## src/rtl/tow_match_scorer_pkg.sv

```systemverilog
// Shared state encoding and width helper for the tug-of-war match scorer.
package tow_pkg;

    localparam int ST_W = 3;

    typedef enum logic [ST_W-1:0] {
        ST_RST   = 3'd0,
        ST_PLAY  = 3'd1,
        ST_WIN_L = 3'd2,
        ST_WIN_R = 3'd3,
        ST_MATCH = 3'd4,
        ST_ERR   = 3'd5
    } tow_state_e;

    // Signed rope-position width able to hold the +/-(half+1) overshoot value.
    function automatic int pos_width(input int half);
        return $clog2(half + 2) + 1;
    endfunction

endpackage

```

## src/rtl/tow_match_scorer_if.sv

```systemverilog
// Push-arbiter inputs and display-side outputs of the tug-of-war match scorer.
interface tow_match_scorer_if #(
    parameter int HALF          = 3,
    parameter int ROUNDS_TO_WIN = 2
);
    localparam int W  = 2 * HALF + 1;
    localparam int RW = $clog2(ROUNDS_TO_WIN + 1);

    // Qualified one-cycle pulse interface: winrnd marks a resolved push and is ignored while tie=1;
    // there is no back-pressure, the scorer accepts every qualified push in the cycle it appears.
    logic          winrnd;
    logic          right;
    logic          leds_on;
    logic          tie;
    logic          clr_match;
    logic [W-1:0]  score;
    logic [RW-1:0] rounds_l;
    logic [RW-1:0] rounds_r;
    logic          match_over;
    logic          winner_r;

    modport master (
        output winrnd, right, leds_on, tie, clr_match,
        input  score, rounds_l, rounds_r, match_over, winner_r
    );

    modport slave (
        input  winrnd, right, leds_on, tie, clr_match,
        output score, rounds_l, rounds_r, match_over, winner_r
    );

endinterface

```

## src/rtl/tow_match_scorer_decode.sv

```systemverilog
// Combinational LED-pattern decode of scorer state and rope position.
module tow_score_decode
    import tow_pkg::*;
#(
    parameter int HALF = 3
) (
    input  tow_state_e                          state,
    input  logic signed [pos_width(HALF)-1:0]   pos,
    input  logic                                winner_r,
    output logic [2*HALF:0]                     score
);

    localparam int W = 2 * HALF + 1;
    localparam logic [W-1:0] RIGHT_PAT = {{(HALF + 1){1'b0}}, {HALF{1'b1}}};
    localparam logic [W-1:0] LEFT_PAT  = {{HALF{1'b1}}, {(HALF + 1){1'b0}}};

    always_comb begin
        score = '0;
        case (state)
            ST_RST: begin
                score[W-1] = 1'b1;
                score[W-2] = 1'b1;
                score[1]   = 1'b1;
                score[0]   = 1'b1;
            end
            // Positive pos pulls the lit LED toward bit 0 (right side).
            ST_PLAY: begin
                for (int i = 0; i < W; i++) begin
                    score[i] = (i == HALF - int'(pos));
                end
            end
            ST_WIN_L: score = LEFT_PAT;
            ST_WIN_R: score = RIGHT_PAT;
            ST_MATCH: score = winner_r ? RIGHT_PAT : LEFT_PAT;
            default: begin
                for (int i = 0; i < W; i++) begin
                    score[i] = ((W - 1 - i) % 2 == 0);
                end
            end
        endcase
    end

endmodule

```

## src/rtl/tow_match_scorer.sv

```systemverilog
// Tug-of-war round/match scorer. Optional TOW_FAVOUR_LOSER_EN lets the trailing player's
// proper push at the rope end jump two steps back toward centre.
module tow_match_scorer
    import tow_pkg::*;
#(
    parameter int HALF          = 3,
    parameter int ROUNDS_TO_WIN = 2
) (
    input logic                clk,
    input logic                rst,
    tow_match_scorer_if.slave  bus
);

    localparam int W  = 2 * HALF + 1;
    localparam int RW = $clog2(ROUNDS_TO_WIN + 1);
    localparam int PW = pos_width(HALF);

    localparam logic signed [PW-1:0] P_ONE  = PW'(1);
    localparam logic signed [PW-1:0] P_MAX  = PW'(HALF);
    localparam logic signed [PW-1:0] P_OVER = PW'(HALF + 1);
    localparam logic signed [PW-1:0] P_FAV  = PW'(HALF - 2);
    localparam logic [RW-1:0]        R_MAX  = RW'(ROUNDS_TO_WIN);

    tow_state_e           state, state_n;
    logic signed [PW-1:0] pos, pos_n, moved;
    logic [RW-1:0]        rounds_l, rounds_l_n, rounds_r, rounds_r_n;
    logic                 winner_r, winner_r_n;
    logic                 push, mr, favour;
    logic [W-1:0]         score_w;

    assign push  = bus.winrnd & ~bus.tie;
    // Jumping the light moves the rope toward the opponent.
    assign mr    = (bus.right & bus.leds_on) | (~bus.right & ~bus.leds_on);
    assign moved = mr ? (pos + P_ONE) : (pos - P_ONE);

`ifdef TOW_FAVOUR_LOSER_EN
    assign favour = bus.leds_on &
                    (((pos == -P_MAX) & bus.right) | ((pos == P_MAX) & ~bus.right));
`else
    assign favour = 1'b0;
`endif

    always_ff @(posedge clk) begin
        if (rst) begin
            state    <= ST_RST;
            pos      <= '0;
            rounds_l <= '0;
            rounds_r <= '0;
            winner_r <= 1'b0;
        end else begin
            state    <= state_n;
            pos      <= pos_n;
            rounds_l <= rounds_l_n;
            rounds_r <= rounds_r_n;
            winner_r <= winner_r_n;
        end
    end

    always_comb begin
        state_n    = state;
        pos_n      = pos;
        rounds_l_n = rounds_l;
        rounds_r_n = rounds_r;
        winner_r_n = winner_r;
        if (bus.clr_match) begin
            state_n    = ST_RST;
            pos_n      = '0;
            rounds_l_n = '0;
            rounds_r_n = '0;
            winner_r_n = 1'b0;
        end else begin
            case (state)
                ST_RST: begin
                    if (push) begin
                        state_n = ST_PLAY;
                        pos_n   = '0;
                    end
                end
                ST_PLAY: begin
                    if (push) begin
                        if (favour) begin
                            pos_n = pos[PW-1] ? -P_FAV : P_FAV;
                        end else if (moved == P_OVER) begin
                            state_n    = ST_WIN_R;
                            rounds_r_n = (rounds_r == R_MAX) ? rounds_r : rounds_r + RW'(1);
                        end else if (moved == -P_OVER) begin
                            state_n    = ST_WIN_L;
                            rounds_l_n = (rounds_l == R_MAX) ? rounds_l : rounds_l + RW'(1);
                        end else begin
                            pos_n = moved;
                        end
                    end
                end
                // Counter was already bumped on entry, so the match decision is one cycle later.
                ST_WIN_L: begin
                    if (rounds_l == R_MAX) begin
                        state_n    = ST_MATCH;
                        winner_r_n = 1'b0;
                    end else if (push) begin
                        state_n = ST_PLAY;
                        pos_n   = '0;
                    end
                end
                ST_WIN_R: begin
                    if (rounds_r == R_MAX) begin
                        state_n    = ST_MATCH;
                        winner_r_n = 1'b1;
                    end else if (push) begin
                        state_n = ST_PLAY;
                        pos_n   = '0;
                    end
                end
                ST_MATCH: state_n = ST_MATCH;
                ST_ERR:   state_n = ST_ERR;
                default:  state_n = ST_ERR;
            endcase
        end
    end

    tow_score_decode #(.HALF(HALF)) u_decode (
        .state    (state),
        .pos      (pos),
        .winner_r (winner_r),
        .score    (score_w)
    );

    assign bus.score      = score_w;
    assign bus.rounds_l   = rounds_l;
    assign bus.rounds_r   = rounds_r;
    assign bus.match_over = (state == ST_MATCH);
    assign bus.winner_r   = winner_r;

endmodule

```

## src/flat_wrapper.sv

```systemverilog
// flat-port wrapper written by rule: the top's interface ports become plain ports
module tow_match_scorer_flat import tow_pkg::*;
#(
    parameter int HALF          = 3,
    parameter int ROUNDS_TO_WIN = 2
)
  (clk, rst, bus_winrnd, bus_right, bus_leds_on, bus_tie, bus_clr_match, bus_score, bus_rounds_l, bus_rounds_r, bus_match_over, bus_winner_r);
  tow_match_scorer_if #(.HALF(HALF), .ROUNDS_TO_WIN(ROUNDS_TO_WIN)) bus_i ();
  input logic clk;
  input logic rst;
  input wire logic [$bits(bus_i.winrnd)-1:0] bus_winrnd;
  input wire logic [$bits(bus_i.right)-1:0] bus_right;
  input wire logic [$bits(bus_i.leds_on)-1:0] bus_leds_on;
  input wire logic [$bits(bus_i.tie)-1:0] bus_tie;
  input wire logic [$bits(bus_i.clr_match)-1:0] bus_clr_match;
  output wire logic [$bits(bus_i.score)-1:0] bus_score;
  output wire logic [$bits(bus_i.rounds_l)-1:0] bus_rounds_l;
  output wire logic [$bits(bus_i.rounds_r)-1:0] bus_rounds_r;
  output wire logic [$bits(bus_i.match_over)-1:0] bus_match_over;
  output wire logic [$bits(bus_i.winner_r)-1:0] bus_winner_r;
  assign bus_i.winrnd = bus_winrnd;
  assign bus_i.right = bus_right;
  assign bus_i.leds_on = bus_leds_on;
  assign bus_i.tie = bus_tie;
  assign bus_i.clr_match = bus_clr_match;
  assign bus_score = bus_i.score;
  assign bus_rounds_l = bus_i.rounds_l;
  assign bus_rounds_r = bus_i.rounds_r;
  assign bus_match_over = bus_i.match_over;
  assign bus_winner_r = bus_i.winner_r;
  tow_match_scorer #(.HALF(HALF), .ROUNDS_TO_WIN(ROUNDS_TO_WIN)) u_core (.clk(clk), .rst(rst), .bus(bus_i));
endmodule
```

## config.mk

```make
export PLATFORM = sky130hd
export DESIGN_NAME = tow_match_scorer_flat
export DESIGN_NICKNAME = d
export VERILOG_FILES = /design/src/rtl/tow_match_scorer_pkg.sv /design/src/rtl/tow_match_scorer_if.sv /design/src/rtl/tow_match_scorer_decode.sv /design/src/rtl/tow_match_scorer.sv /design/src/flat_wrapper.sv
export SDC_FILE = /design/constraint.sdc
export NUM_CORES = 1
export LEC_CHECK = 0
export BUFFER_PORTS_ARGS = -buffer_cell sky130_fd_sc_hd__clkbuf_2
export CORE_MARGIN = 2
export CORE_UTILIZATION = 50
export CTS_BUF_LIST = sky130_fd_sc_hd__clkbuf_4 sky130_fd_sc_hd__clkbuf_8 sky130_fd_sc_hd__clkbuf_16
export DETAILED_ROUTE_END_ITERATION = 16
export PLACE_DENSITY = 0.8
export SLEW_MARGIN = 20
export SYNTH_ARGS = -nofsm -noshare
export SYNTH_HDL_FRONTEND = slang
export SYNTH_HIERARCHICAL = 1
export SYNTH_SLANG_ARGS = --single-unit
```

## constraint.sdc

```tcl
create_clock -name clk -period 5.9 [get_ports clk]
set_clock_uncertainty 0.1 [all_clocks]
set_input_delay 1.18 -clock clk [delete_from_list [all_inputs] [get_ports clk]]
set_output_delay 1.18 -clock clk [all_outputs]
set_load 0.05 [all_outputs]
```

==> flow_metrics.py <==
metrics = {
    "run_status": {
        "run_status": "finished clean",
    },
    "power": {
        "vdd_ir_drop_max_uv": 112,
        "power_per_cell_area_nw_per_um2": 155,
        "leakage_nw": 0.465,
    },
    "drt": {
        "final_antenna_net_count": 0,
        "drc": 0,
        "via_cell_ratio": 6.11,
        "drt_wl_total_um": 2470,
        "detailed_route_via_count": 1094,
        "detailedRoute.firstIterationViolations": 23,
        "route.detailed.wl_per_inst_um": 13.8,
        "pre_repair_dr_iteration_count": 4,
    },
    "cts": {
        "clockRootBuffer": "clkbuf_4",
        "cts_inserted_buffers": 3,
        "post_cts_hold_buffer_count": 0,
        "register_clock_pin_slew_on_the_reported_worst_setup_and_hold_paths_ns": 0.08,
        "ctsLongestPathBuffers": 2,
        "post-cts-setup-buffers": 0,
        "cts_tree": "yes",
        "tritoncts_num_sinks": 12,
        "clock_insertion_delay_worst_skew_ns": 0.27,
        "h_tree_level_count": 1,
        "cts-resized-gates": 0,
    },
    "grt": {
        "grt_antenna_before_repair": 0,
        "grtUsageTotal": 0.205,
        "grt_first_pass_wirelength_um": 4090,
        "first_global_vias": 983,
        "grt_max_degree": 23,
        "grt_overflow_total": 0,
    },
    "cells_and_area": {
        "final_layout_size_suffix_gt1_frac": 0.204,
        "ff_latch_area_um2": 240,
        "multi_input_area_um2": 757,
        "diodes": 0,
        "layout-area-overhead-vs-synth_pct": 13.5,
        "num-fill-cells": 193,
        "nNetsFinal": 165,
    },
    "placement": {
        "place.detailed.hpwl_um": 1810,
        "globalplace.congestion": 0.782,
        "place.port_buffers": 19,
    },
    "yosys": {
        "mapped_area_um2": 1050,
        "yosys.area.top_type_share": 0.229,
        "synthCells": 133,
        "synth-seq-cells": 12,
        "post_synthesis_net_count": 145,
        "yosys.cell_types.count": 50,
        "yosys.area.top_type": "dfxtp_1",
        "syn-mean-instance-area_um2": 7.90,
        "ys.flop_type": "dfxtp_1",
        "netlist_top_cells_area": "dfxtp_1 (23%), ha_1 (6.0%), a21oi_1 (5.7%)",
        "synth-edff-count": 0,
        "synth_sequential_area_ratio": 0.229,
        "synthesis.yosys.warnings": 6,
        "asyncSetResetFlopFracSynth": 0,
    },
    "min_path": {
        "worstHoldPathType": "reg -> reg",
    },
    "floorplanning": {
        "ioPinCount": 20,
        "dieWidth_um": 49.8,
        "die_y_um": 49.8,
        "dieArea_um2": 2480,
        "initial_utilization": 0.530,
        "core.rowCount": 16,
        "core_region_area_um2": 1980,
    },
    "timing": {
        "tightest_slew_ns": 0.656,
        "final_min_period_over_clock_period": 0.566,
        "final.hold.worst_slack_ns": 0.393,
        "max_freq_mhz": 300,
        "fin_tns_setup_ns": 0,
        "unrepaired_setup_endpoints_after_global_routing": "no",
        "total_count_of_max_transition_violations_in_the_final_report": 0,
        "min_period_ns": 3.34,
        "setup_viol": 0,
        "finalHoldViolations": 0,
        "slew_headroom": 0.562,
    },
    "setup_path": {
        "worst-endpoint-required_ns": 5.97,
        "startpoint_type": "primary input",
        "arrival_ns": 3.41,
        "type_of_the_worst_setup_path": "in -> reg",
        "endpoint_kind": "flip-flop",
        "path_max_fanout": 6,
    },
    "job": {
        "max-cap-violations": 0,
    },
}
-- layout make-up --
type                    count  share of cell area
clock buffers               4              0.0304
inverters                   8              0.0252
multi-input cells         109               0.635
flip-flops and latches     12               0.201
well taps                  27              0.0283
repair buffers             19              0.0797
-- worst paths after layout --
check	startpoint	cells past startpoint	endpoint	slack, ns
worst max register to register	u_core/pos[1]	7	u_core/bus.rounds_r[0]	3.38
worst max-delay path	bus_leds_on	9	u_core/bus.rounds_r[0]	2.56
worst min register to register	u_core/bus.rounds_l[1]	2	u_core/bus.rounds_l[1]	0.39
worst min-delay path	u_core/bus.rounds_l[1]	2	u_core/bus.rounds_l[1]	0.39
-- critical path, stage by stage --
cell and delay, ns:
clkbuf_2 0.10, xnor2_2 0.29, inv_1 0.16, ha_1 0.38, nand3b_1 0.18, mux2_2 0.32, a21oi_1 0.40, a311oi_1 0.16
a41o_1 0.23
-- report_power, final --
| group | leakage [nW] | internal (mW) | switching [mW] | total [mW] |
|---|---|---|---|---|
| registers | 0.0967 | 0.0814 | 0.00190 | 0.0833 |
| clock network | 0.0210 | 0.0375 | 0.0290 | 0.0665 |
| logic | 0.347 | 0.0127 | 0.0227 | 0.0354 |
-- logic make-up after synthesis --
group | Yosys count | synth area share
fa+ha+maj | 5 | 0.0595
flops | 12 | 0.229
mux | 2 | 0.0250
simple gates | 56 | 0.329
compound gates | 43 | 0.275
buf+inv | 12 | 0.0512
xor+xnor | 3 | 0.0322
-- state kept, by name, summed over array words and instances (netlist names) --
name and flops:
u_core/pos 4, u_core/state 3, u_core/bus.rounds_r 2, u_core/bus.rounds_l 2, u_core/bus.winner_r 1
-- layout by cell type, fill, tap and decap left out, types with 3 or more instances in the layout --
cell and instances:
a21oi_1 12, a31oi_1 4, clkbuf_2 19, clkbuf_4 3, dfxtp_1 12, ha_1 5, inv_1 8, nand2_1 4
nand3_1 3, nand3b_1 5, nor2_1 13, nor2b_1 3, nor3_1 8, o21a_1 3, o21ai_0 7
-- stage by stage --
step | total power [mW] | std cells | worst slack, ns | instance area, um2 | utilization
6_report | 0.185 | 179 | 2.56 | 1190 | 0.602
5_1_grt | 0.194 | 179 | 2.40 | 1190 | 0.602
4_1_cts | 0.186 | 179 | 2.58 | 1190 | 0.602
3_5_place_dp | 0.120 | 175 | 2.31 | 1160 | 0.583
3_3_place_gp | 0.119 | 175 | 2.37 | 1160 | 0.583
2_1_floorplan | 0.113 | 133 | 2.20 | 1050 | -
-- Yosys cell counts (4+ instances only) --
cell type	count
a21oi_1	12
a31oi_1	4
dfxtp_1	12
ha_1	5
inv_1	8
nand2_1	4
nand3b_1	5
nor2_1	13
nor3_1	8
o21ai_0	7
-- routing by layer --
layer / vias to the layer above / track usage / part of all wire / wire length (um)
li1: 557 / - / - / -
met1: 516 / 0.236 / 0.46 / 1140
met2: 21 / 0.389 / 0.51 / 1250
met3: 0 / 0.0273 / 0.029 / 71
met4: 0 / 0.0556 / 0 / 0
met5: - / 0 / 0 / 0
Note: power is estimated with default switching activity, not from simulation.
